`config.mk`:
```
export PLATFORM = sky130hd
export DESIGN_NAME = de_video_rx
export DESIGN_NICKNAME = d
export VERILOG_FILES = /design/src/rtl/de_video_pkg.sv /design/src/rtl/de_gap_counter.sv /design/src/rtl/de_video_rx.sv
export SDC_FILE = /design/constraint.sdc
export NUM_CORES = 1
export LEC_CHECK = 0
export CORE_ASPECT_RATIO = 2
export CORE_MARGIN = 3
export CORE_UTILIZATION = 45
export DETAILED_ROUTE_END_ITERATION = 8
export PLACE_DENSITY = 0.73
export SLEW_MARGIN = 15
export SYNTH_ARGS = -nofsm -noshare
export SYNTH_HDL_FRONTEND = slang
export SYNTH_HIERARCHICAL = 1
export SYNTH_SLANG_ARGS = --single-unit
export TNS_END_PERCENT = 30
```
`constraint.sdc`:
```
create_clock -name i_clk -period 3.13 [get_ports i_clk]
set_input_delay 0.4695 -clock i_clk [delete_from_list [all_inputs] [get_ports i_clk]]
set_output_delay 0.4695 -clock i_clk [all_outputs]
set_load 0.01 [all_outputs]
```
`src/rtl/de_video_pkg.sv`:
```
// Shared definitions for the DE-mode video receiver and the panel timing generator.
// Holds the FSM state encoding, the RGB565 pixel type and the default panel geometry.
package de_video_pkg;

    localparam int H_ACTIVE_DEF = 800;
    localparam int V_ACTIVE_DEF = 480;
    localparam int VGAP_MIN_DEF = 512;

    typedef logic [1:0] rx_state_t;

    localparam rx_state_t ST_SEEK  = 2'd0;
    localparam rx_state_t ST_BLANK = 2'd1;
    localparam rx_state_t ST_LINE  = 2'd2;
    localparam rx_state_t ST_HGAP  = 2'd3;

    typedef struct packed {
        logic [4:0] r;
        logic [5:0] g;
        logic [4:0] b;
    } rgb565_t;

    function automatic logic [9:0] sat_inc10(input logic [9:0] v);
        return (v == 10'h3FF) ? v : v + 10'd1;
    endfunction

endpackage

```
`src/rtl/de_gap_counter.sv`:
```
// Saturating counter of consecutive DE-low samples with a "threshold reached" flag.
module de_gap_counter
    import de_video_pkg::*;
#(
    parameter int THRESH = VGAP_MIN_DEF,
    parameter int W      = $clog2(THRESH + 1)
) (
    input  logic i_clk,
    input  logic i_rst_n,
    input  logic i_clear,
    input  logic i_inc,
    output logic o_reached
);

    localparam logic [W-1:0] LIMIT = W'(THRESH);

    logic [W-1:0] count_q;
    logic [W-1:0] count_d;

    always_comb begin
        count_d = count_q;
        if (i_clear) begin
            count_d = '0;
        end else if (i_inc && (count_q != LIMIT)) begin
            count_d = count_q + 1'b1;
        end
    end

    always_ff @(posedge i_clk or negedge i_rst_n) begin
        if (!i_rst_n) begin
            count_q <= '0;
        end else begin
            count_q <= count_d;
        end
    end

    assign o_reached = (count_q == LIMIT);

endmodule

```
`src/rtl/de_video_rx.sv`:
```
// DE-mode RGB565 receiver: recovers pixel coordinates from the data-enable pattern,
// checks frame geometry and reports lock. Input-to-output latency is two cycles.
module de_video_rx
    import de_video_pkg::*;
#(
    parameter int H_ACTIVE = H_ACTIVE_DEF,
    parameter int V_ACTIVE = V_ACTIVE_DEF,
    parameter int VGAP_MIN = VGAP_MIN_DEF
) (
    input  logic        i_clk,
    input  logic        i_rst_n,
    input  logic        i_den,
    input  logic [4:0]  i_r,
    input  logic [5:0]  i_g,
    input  logic [4:0]  i_b,
    output logic        o_valid,
    output logic [15:0] o_pix,
    output logic [9:0]  o_x,
    output logic [9:0]  o_y,
    output logic        o_sof,
    output logic        o_eol,
    output logic        o_locked,
    output logic        o_err_hlen,
    output logic        o_err_vlen
);

    localparam logic [9:0] H_LAST = 10'(H_ACTIVE - 1);
    localparam logic [9:0] V_LAST = 10'(V_ACTIVE - 1);

    rx_state_t   state_q, state_d;
    logic [9:0]  x_q, x_d;
    logic [9:0]  y_q, y_d;
    logic        bad_q, bad_d;
    logic        locked_q, locked_d;

    logic        den_s_q, den_s_d;
    rgb565_t     pix_s_q, pix_s_d;
    logic        s_valid_q, s_valid_d;

    logic        valid_q, pix_valid_unused;
    logic [15:0] pix_q;
    logic [9:0]  ox_q, oy_q;
    logic        sof_q, eol_q, err_hlen_q, err_vlen_q;

    logic        emit, start, eol, err_hlen, err_vlen;
    logic [9:0]  emit_x, emit_y;
    logic        gap_done;

    assign pix_valid_unused = 1'b0;

    // The reset value of the input register is not a real sample, so it is not counted as a gap cycle.
    de_gap_counter #(.THRESH(VGAP_MIN)) u_gap (
        .i_clk     (i_clk),
        .i_rst_n   (i_rst_n),
        .i_clear   (den_s_q),
        .i_inc     (!den_s_q && s_valid_q),
        .o_reached (gap_done)
    );

    always_comb begin
        den_s_d   = i_den;
        pix_s_d   = '{r: i_r, g: i_g, b: i_b};
        s_valid_d = 1'b1;
        state_d   = state_q;
        x_d       = x_q;
        y_d       = y_q;
        bad_d     = bad_q;
        locked_d  = locked_q;
        emit      = 1'b0;
        start     = 1'b0;
        err_vlen  = 1'b0;
        emit_x    = '0;
        emit_y    = '0;

        case (state_q)
            ST_SEEK: begin
                if (gap_done) begin
                    if (den_s_q) start = 1'b1;
                    else         state_d = ST_BLANK;
                end
            end
            ST_BLANK: begin
                if (den_s_q) start = 1'b1;
            end
            ST_LINE: begin
                if (den_s_q) begin
                    emit   = 1'b1;
                    emit_x = x_q;
                    emit_y = y_q;
                    x_d    = sat_inc10(x_q);
                end else begin
                    state_d = ST_HGAP;
                end
            end
            ST_HGAP: begin
                // A completed vertical gap closes the frame first; a DE-high in that same cycle opens the next one.
                if (gap_done) begin
                    err_vlen = (y_q != V_LAST);
                    if (!err_vlen && !bad_q) locked_d = 1'b1;
                    if (den_s_q) start = 1'b1;
                    else         state_d = ST_BLANK;
                end else if (den_s_q) begin
                    if (y_q == V_LAST) begin
                        err_vlen = 1'b1;
                        state_d  = ST_SEEK;
                    end else begin
                        emit    = 1'b1;
                        emit_y  = y_q + 10'd1;
                        y_d     = y_q + 10'd1;
                        x_d     = 10'd1;
                        state_d = ST_LINE;
                    end
                end
            end
            default: state_d = ST_SEEK;
        endcase

        if (start) begin
            emit    = 1'b1;
            emit_x  = '0;
            emit_y  = '0;
            x_d     = 10'd1;
            y_d     = '0;
            bad_d   = 1'b0;
            state_d = ST_LINE;
        end

        // The raw input is the next sample, so it tells whether the pixel being emitted ends its line.
        eol      = emit && !i_den;
        err_hlen = eol && (emit_x != H_LAST);
        if (err_hlen) bad_d = 1'b1;
        if (err_hlen || err_vlen) locked_d = 1'b0;
    end

    always_ff @(posedge i_clk or negedge i_rst_n) begin
        if (!i_rst_n) begin
            state_q    <= ST_SEEK;
            x_q        <= '0;
            y_q        <= '0;
            bad_q      <= 1'b0;
            locked_q   <= 1'b0;
            den_s_q    <= 1'b0;
            pix_s_q    <= '0;
            s_valid_q  <= 1'b0;
            valid_q    <= 1'b0;
            pix_q      <= '0;
            ox_q       <= '0;
            oy_q       <= '0;
            sof_q      <= 1'b0;
            eol_q      <= 1'b0;
            err_hlen_q <= 1'b0;
            err_vlen_q <= 1'b0;
        end else begin
            state_q    <= state_d;
            x_q        <= x_d;
            y_q        <= y_d;
            bad_q      <= bad_d;
            locked_q   <= locked_d;
            den_s_q    <= den_s_d;
            pix_s_q    <= pix_s_d;
            s_valid_q  <= s_valid_d;
            valid_q    <= emit;
            pix_q      <= emit ? pix_s_q : 16'h0000;
            ox_q       <= emit_x;
            oy_q       <= emit_y;
            sof_q      <= start;
            eol_q      <= eol;
            err_hlen_q <= err_hlen;
            err_vlen_q <= err_vlen;
        end
    end

    assign o_valid    = valid_q | pix_valid_unused;
    assign o_pix      = pix_q;
    assign o_x        = ox_q;
    assign o_y        = oy_q;
    assign o_sof      = sof_q;
    assign o_eol      = eol_q;
    assign o_locked   = locked_q;
    assign o_err_hlen = err_hlen_q;
    assign o_err_vlen = err_vlen_q;

endmodule
```
-- Word-level counts from Yosys, hierarchy flattened
Index checks and enable logic that the tools add are counted.
- flip-flop bits (word level): 93
- bits in latches: 0
- bits in writable memories: 0
- ROM bits: 0
- bits of input ports: 19
- output and inout bits: 42
- word-level logic and storage cells: 116
- memories: 0
- $add $sub $neg: 3
- multiply operators: 0
- div/mod/pow operators: 0
- magnitude comparators: 0
- eq/ne operators: 19
- shift operators: 0
- mux-type cells: 50
- bitwise logic cells: 0
- reductions and logical operators: 25
- operator list (cell ; number):
    2-to-1 mux 10 bit ; 21
    case mux 10 bit (2 select lines) ; 2
    adder 10 x 1 -> 10 bit (second input constant) ; 3
    inequality test 3 bit (second input constant) ; 7
    == test 10 bit (second input constant) ; 2
    inequality test 10 bit (second input constant) ; 2
    2-to-1 mux 1 bit ; 16
    2-to-1 mux 16 bit ; 1
    2-to-1 mux 2 bit ; 7
    nonzero test 2 bit ; 7
    == test 10 x 9 -> 1 bit (second input constant) ; 1
    inequality test 10 x 9 -> 1 bit (second input constant) ; 1
    AND reduction 4 bit ; 2
    case mux 2 bit (3 select lines) ; 1
    AND reduction 6 bit ; 1
    logical AND 1 bit ; 5
    == test 2 bit (second input constant) ; 2
    logical NOT 1 bit ; 4
    inequality test 2 bit (second input constant) ; 2
    inequality test 4 bit (second input constant) ; 1
    case mux 1 bit (2 select lines) ; 2
    nonzero test 4 bit ; 1
    AND reduction 3 bit ; 1
    nonzero test 3 bit ; 1
    4 further kinds ; 4

-- Logic depth before layout (Yosys ltp)
- depth in word-level cells: 11
- mapped depth: 11
- gate-level depth less buffers: 10

-- Modules after synthesis
Netlist, hierarchy kept.
- modules (own cells, without submodules) (module ; times used ; cells each ; area each (µm²) ; sequential area each (µm²)):
    de_video_rx ; 1 ; 311 ; 3532.1 ; 2077.0
    de_gap_counter ; 1 ; 65 ; 629.4 ; 250.2

-- Worst setup path after synthesis
No wires, ideal clock.
- path kind: reg2reg
- start: register u_gap.count_q[0]
- end: register x_q[4]
- library setup time: 0.095 ns
- data arrival time: 2.142 ns
- data required time: 3.035 ns
- setup slack: 0.892 ns
- stages on the path, launching flop included: 12
- buffers on the path: 1
- clock period less this slack: 2.238 ns
- path through: dfrtp_1 inv_1 ha_1 and2_1 and3_1 nor2b_4 o21ai_4 inv_2 buf_6 nor4_4 inv_2 o31ai_1
- word-level cells in the longest chain between the ends: 5
- elaborated cells on any way between the ends: 11
- classes of those cells: 6 x eq/ne; 3 x mux; 2 x reduce/logical
- ends and longest elaborated chain (what ; RTL line ; text):
    start: declaration ; de_gap_counter.sv:17 ; logic [W-1:0] count_q;
    start signal: assignment ; de_gap_counter.sv:33 ; count_q <= count_d;
    == test 10 bit * ; de_gap_counter.sv:37 ; assign o_reached = (count_q == LIMIT);
    net gap_done ; de_video_rx.sv:47 ; logic gap_done;
    2-to-1 mux 1 bit ; de_video_rx.sv:97 ; if (gap_done) begin
    case mux 1 bit (2 select lines) ; de_video_rx.sv:75 ; case (state_q)
    inequality test 3 bit (no line) or nonzero test 3 bit (tied branches) ; -- ;
    AND reduction 6 bit (no line) ; -- ;
    end signal: assignment ; de_video_rx.sv:138 ; x_q <= '0;
    end signal: assignment ; de_video_rx.sv:155 ; x_q <= x_d;
    end: declaration ; de_video_rx.sv:31 ; logic [9:0] x_q, x_d;
Mark *: on every way through the listed nets, which the timed path passes. The rest lies on a longest branch.
A chain may end at the register's enable or synchronous reset.

-- Worst setup path after layout
- start: register u_gap.count_q[0]
- end: register oy_q[7], in the netlist o_y[7]
- word-level cells in the longest chain between the ends: 4
- elaborated cells on any way between the ends: 6
- classes of those cells: 1 x eq/ne; 5 x mux
- ends and longest elaborated chain (what ; RTL line ; text):
    == test 10 bit * ; de_gap_counter.sv:37 ;
    net gap_done ; de_video_rx.sv:47 ;
    2-to-1 mux 10 bit or 2-to-1 mux 1 bit (tied branches) ; de_video_rx.sv:97 ;
    case mux 10 bit (2 select lines) or case mux 1 bit (2 select lines) (tied branches) ; de_video_rx.sv:75 ;
    2-to-1 mux 10 bit * ; de_video_rx.sv:118 ; if (start) begin
    net emit_y[7] ; de_video_rx.sv:46 ; logic [9:0] emit_x, emit_y;
    end signal: assignment ; de_video_rx.sv:165 ; oy_q <= emit_y;
    end: declaration ; de_video_rx.sv:42 ; logic [9:0] ox_q, oy_q;
Marked as above.

==> impl_metrics.tcl <==
set metrics [dict create \
    grt_util_all_layers 0.190 \
    synth_top_area_share 0.559 \
    synth-edff-count 0 \
    slowest_delay_ns 0.52 \
    ys_ff_latch 93 \
    cts.sinks 93 \
    grt_pass1_wl_mm 15.3 \
    reg2reg_depth 9 \
    insertion_delay_ns 0.34 \
    path_cells "inv_1, ha_1, and2_1, and3_1, nand3b_1, a31oi_4, nand4_1, nor2b_1, a311oi_1" \
    async_flop_share 1.00 \
    grt.overflow.total 0 \
    drc 0 \
    critPathKind "flop to flop" \
    io_pins 61 \
    cts_tree "built" \
    gp_congestion 0.896 \
    skew_ns 0.00868 \
    ys_seq_area_frac 0.559 \
    cap_viol_max_count 0 \
    power.leakage_uw 0.00223 \
    clock-root-buffer "clkbuf_16" \
    vias 3044 \
    p_per_area_nw_per_um2 455 \
    max-vdd-ir-drop_v 0.000349 \
    syn_inst 376 \
    grt_setup_unrepaired "no" \
    critPathBufInv 1 \
    die_area_um2 10500 \
    synth.top_cells.by_area "dfrtp_1 (56%), and2_1 (3.9%), nor2_1 (2.8%)" \
    syn_area_um2 4160 \
    cts_setup_buffers 0 \
    n_fill_cell 753 \
    crit_path_top_delay_cell "a31oi_4" \
    n_antenna_cell 0 \
    drive_gt1_frac 0.0995 \
    coreArea_um2 9010 \
    yosys.area.top_type "dfrtp_1" \
    worstPathArrival_ns 2.98 \
    synth.most_common_cell "dfrtp_1" \
    cts.path.max_buffers 2 \
    dp_hpwl_mm 6.69 \
    layout.nets 465 \
    synth_nets 404 \
    slew_headroom 0.456 \
    final-hold-violation-count 0 \
    ys_types 63 \
    grt_max_degree 58 \
    initial_utilization 0.462 \
    fin_crit_ns 2.74 \
    firstDrtPassIters 4 \
    antenna_found_initial 0 \
    rows 49 \
    drtIter0Drc 204 \
    rrSetupSlack_ns 0.39 \
    required_ns 3.37 \
    max_freq_mhz 365 \
    path_delay_family "simple AND/OR/NAND/NOR gates" \
    multi_input_area_um2 1700 \
    viasPerCell 5.60 \
    end_kind "flop" \
    synthFlopType "dfrtp_1" \
    cts_hold_buffers 0 \
    synth_area_per_cell_um2 11.1 \
    dieWidth_um 74 \
    startpoint_type "flop" \
    report.final.slew_viol_count 0 \
    r2r-end "o_y[7]" \
    ctsResizeCount 0 \
    syn_to_final_growth_pct 23.3 \
    grt_pass1_vias 3203 \
    tightest_slew_ns 0.811 \
    ys.warnings.count 6 \
    power_uw 2340 \
    dieHeight_um 142 \
    routed_wl_mm 9.26 \
    numCtsBuffers 9 \
    htree_levels 3 \
    clkTransAtPathRegs_ns 0.07 \
    synthTopCellsByCount "dfrtp_1 (93), nor2_1 (31), and2_1 (26), nand2_1 (25), a21oi_1 (23)" \
    r2r_start "u_gap/count_q[0]" \
    setup_violations 0 \
    tns_ns 0 \
    ff_latch_area_um2 2330 \
    portBuffers 60 \
    wire_per_inst_um 17.0 \
    hp-class "input pin to async pin" \
    status "finished, final reports clean" \
    fin_crit_sh 0.875 \
    crit_fanout 14 \
    ant_nets 0 \
]
-- where the power goes --
group | total (uW) | internal (uW) | switching, uW
clock network | 1050 | 558 | 487
logic | 66.7 | 29.6 | 37.1
registers | 1220 | 1220 | 8.05
total | 2340 | 1800 | 533
-- cells by family after synthesis --
kind of cell	share of synthesized area
fa+ha+maj	0.0271
other cells	0.000901
xor+xnor	0.0189
mux	0.0156
compound gates	0.139
buf+inv	0.0334
flops	0.559
simple gates	0.206
-- final cells by class --
| cell class | count | share of cell area |
|---|---|---|
| multi-input combinational | 254 | 0.330 |
| timing repair buffer | 65 | 0.124 |
| clock buffer | 9 | 0.0439 |
| clock inverter | 7 | 0.0132 |
| inverter | 14 | 0.0102 |
| tap | 102 | 0.0249 |
| sequential | 93 | 0.454 |
-- per-layer routing --
layer  part of all wire  up-vias  GRT usage
li1                   -     1448          -
met1               0.38     1492      0.206
met2               0.54       75      0.332
met3              0.043       29     0.0389
met4              0.038        0      0.108
met5                  0        -          0
-- cells in the final DEF (no fill, tap or decap), types with 2 or more instances in the layout --
cell type	synthesis	layout
inv_6	0	2
and3_1	7	7
a21o_1	2	2
nand4_1	8	8
nand3_1	7	7
nor3b_1	2	2
clkinv_4	0	2
a2bb2oi_1	2	2
buf_4	1	6
inv_1	11	11
dfrtp_1	93	93
xor2_1	6	6
nand3b_1	5	5
nand2b_1	2	2
a311oi_1	5	5
or3_1	3	3
o32ai_1	2	2
xnor2_1	3	3
nor2_1	31	31
a21oi_1	23	23
o21ai_0	15	15
and4_1	3	3
nor2b_1	7	7
nor3_1	9	9
a31o_2	3	3
and2_1	26	26
or4_1	4	4
ha_1	9	9
mux2i_1	5	5
o211a_1	3	3
clkdlybuf4s50_1	0	59
a211oi_1	2	2
inv_2	3	3
nand2_1	25	25
nor3_2	2	2
a31oi_1	2	2
clkbuf_16	0	9
o31ai_1	6	6
-- worst max-delay path by stage --
stage	start	depth (start not counted)	slack (ns)	to
2_1_floorplan	u_gap/count_q[0]	11	0.89	x_q[4]
3_3_place_gp	u_gap/count_q[0]	9	0.44	o_y[9]
3_5_place_dp	u_gap/count_q[0]	9	0.40	o_y[9]
4_1_cts	u_gap/count_q[0]	9	0.38	o_y[9]
5_1_grt	u_gap/count_q[5]	8	0.17	x_q[9]
6_report	u_gap/count_q[0]	9	0.39	o_y[7]
-- per-stage QoR --
stage	cells	hold WS (ns)	util	setup WS, ns	area, um2
finish	544	0.184	0.569	0.392	5130
global route	544	0.245	0.569	0.165	5130
detailed placement	528	0.432	0.537	0.399	4840
floorplan	376	0.174	-	0.892	4160
global placement	528	0.430	0.537	0.441	4840
CTS	544	0.205	0.569	0.385	5130
-- registers in the layout (all words and copies together), names as in the netlist --
name and cells:
bad_q 1, den_s_q 1, o_eol 1, o_err_hlen 1, o_err_vlen 1, o_locked 1
o_pix 16, o_sof 1, o_valid 1, o_x 10, o_y 10, pix_s_q 16
s_valid_q 1, state_q 2, u_gap/count_q 10, x_q 10, y_q 10
Power figures use the tool's default switching activity.
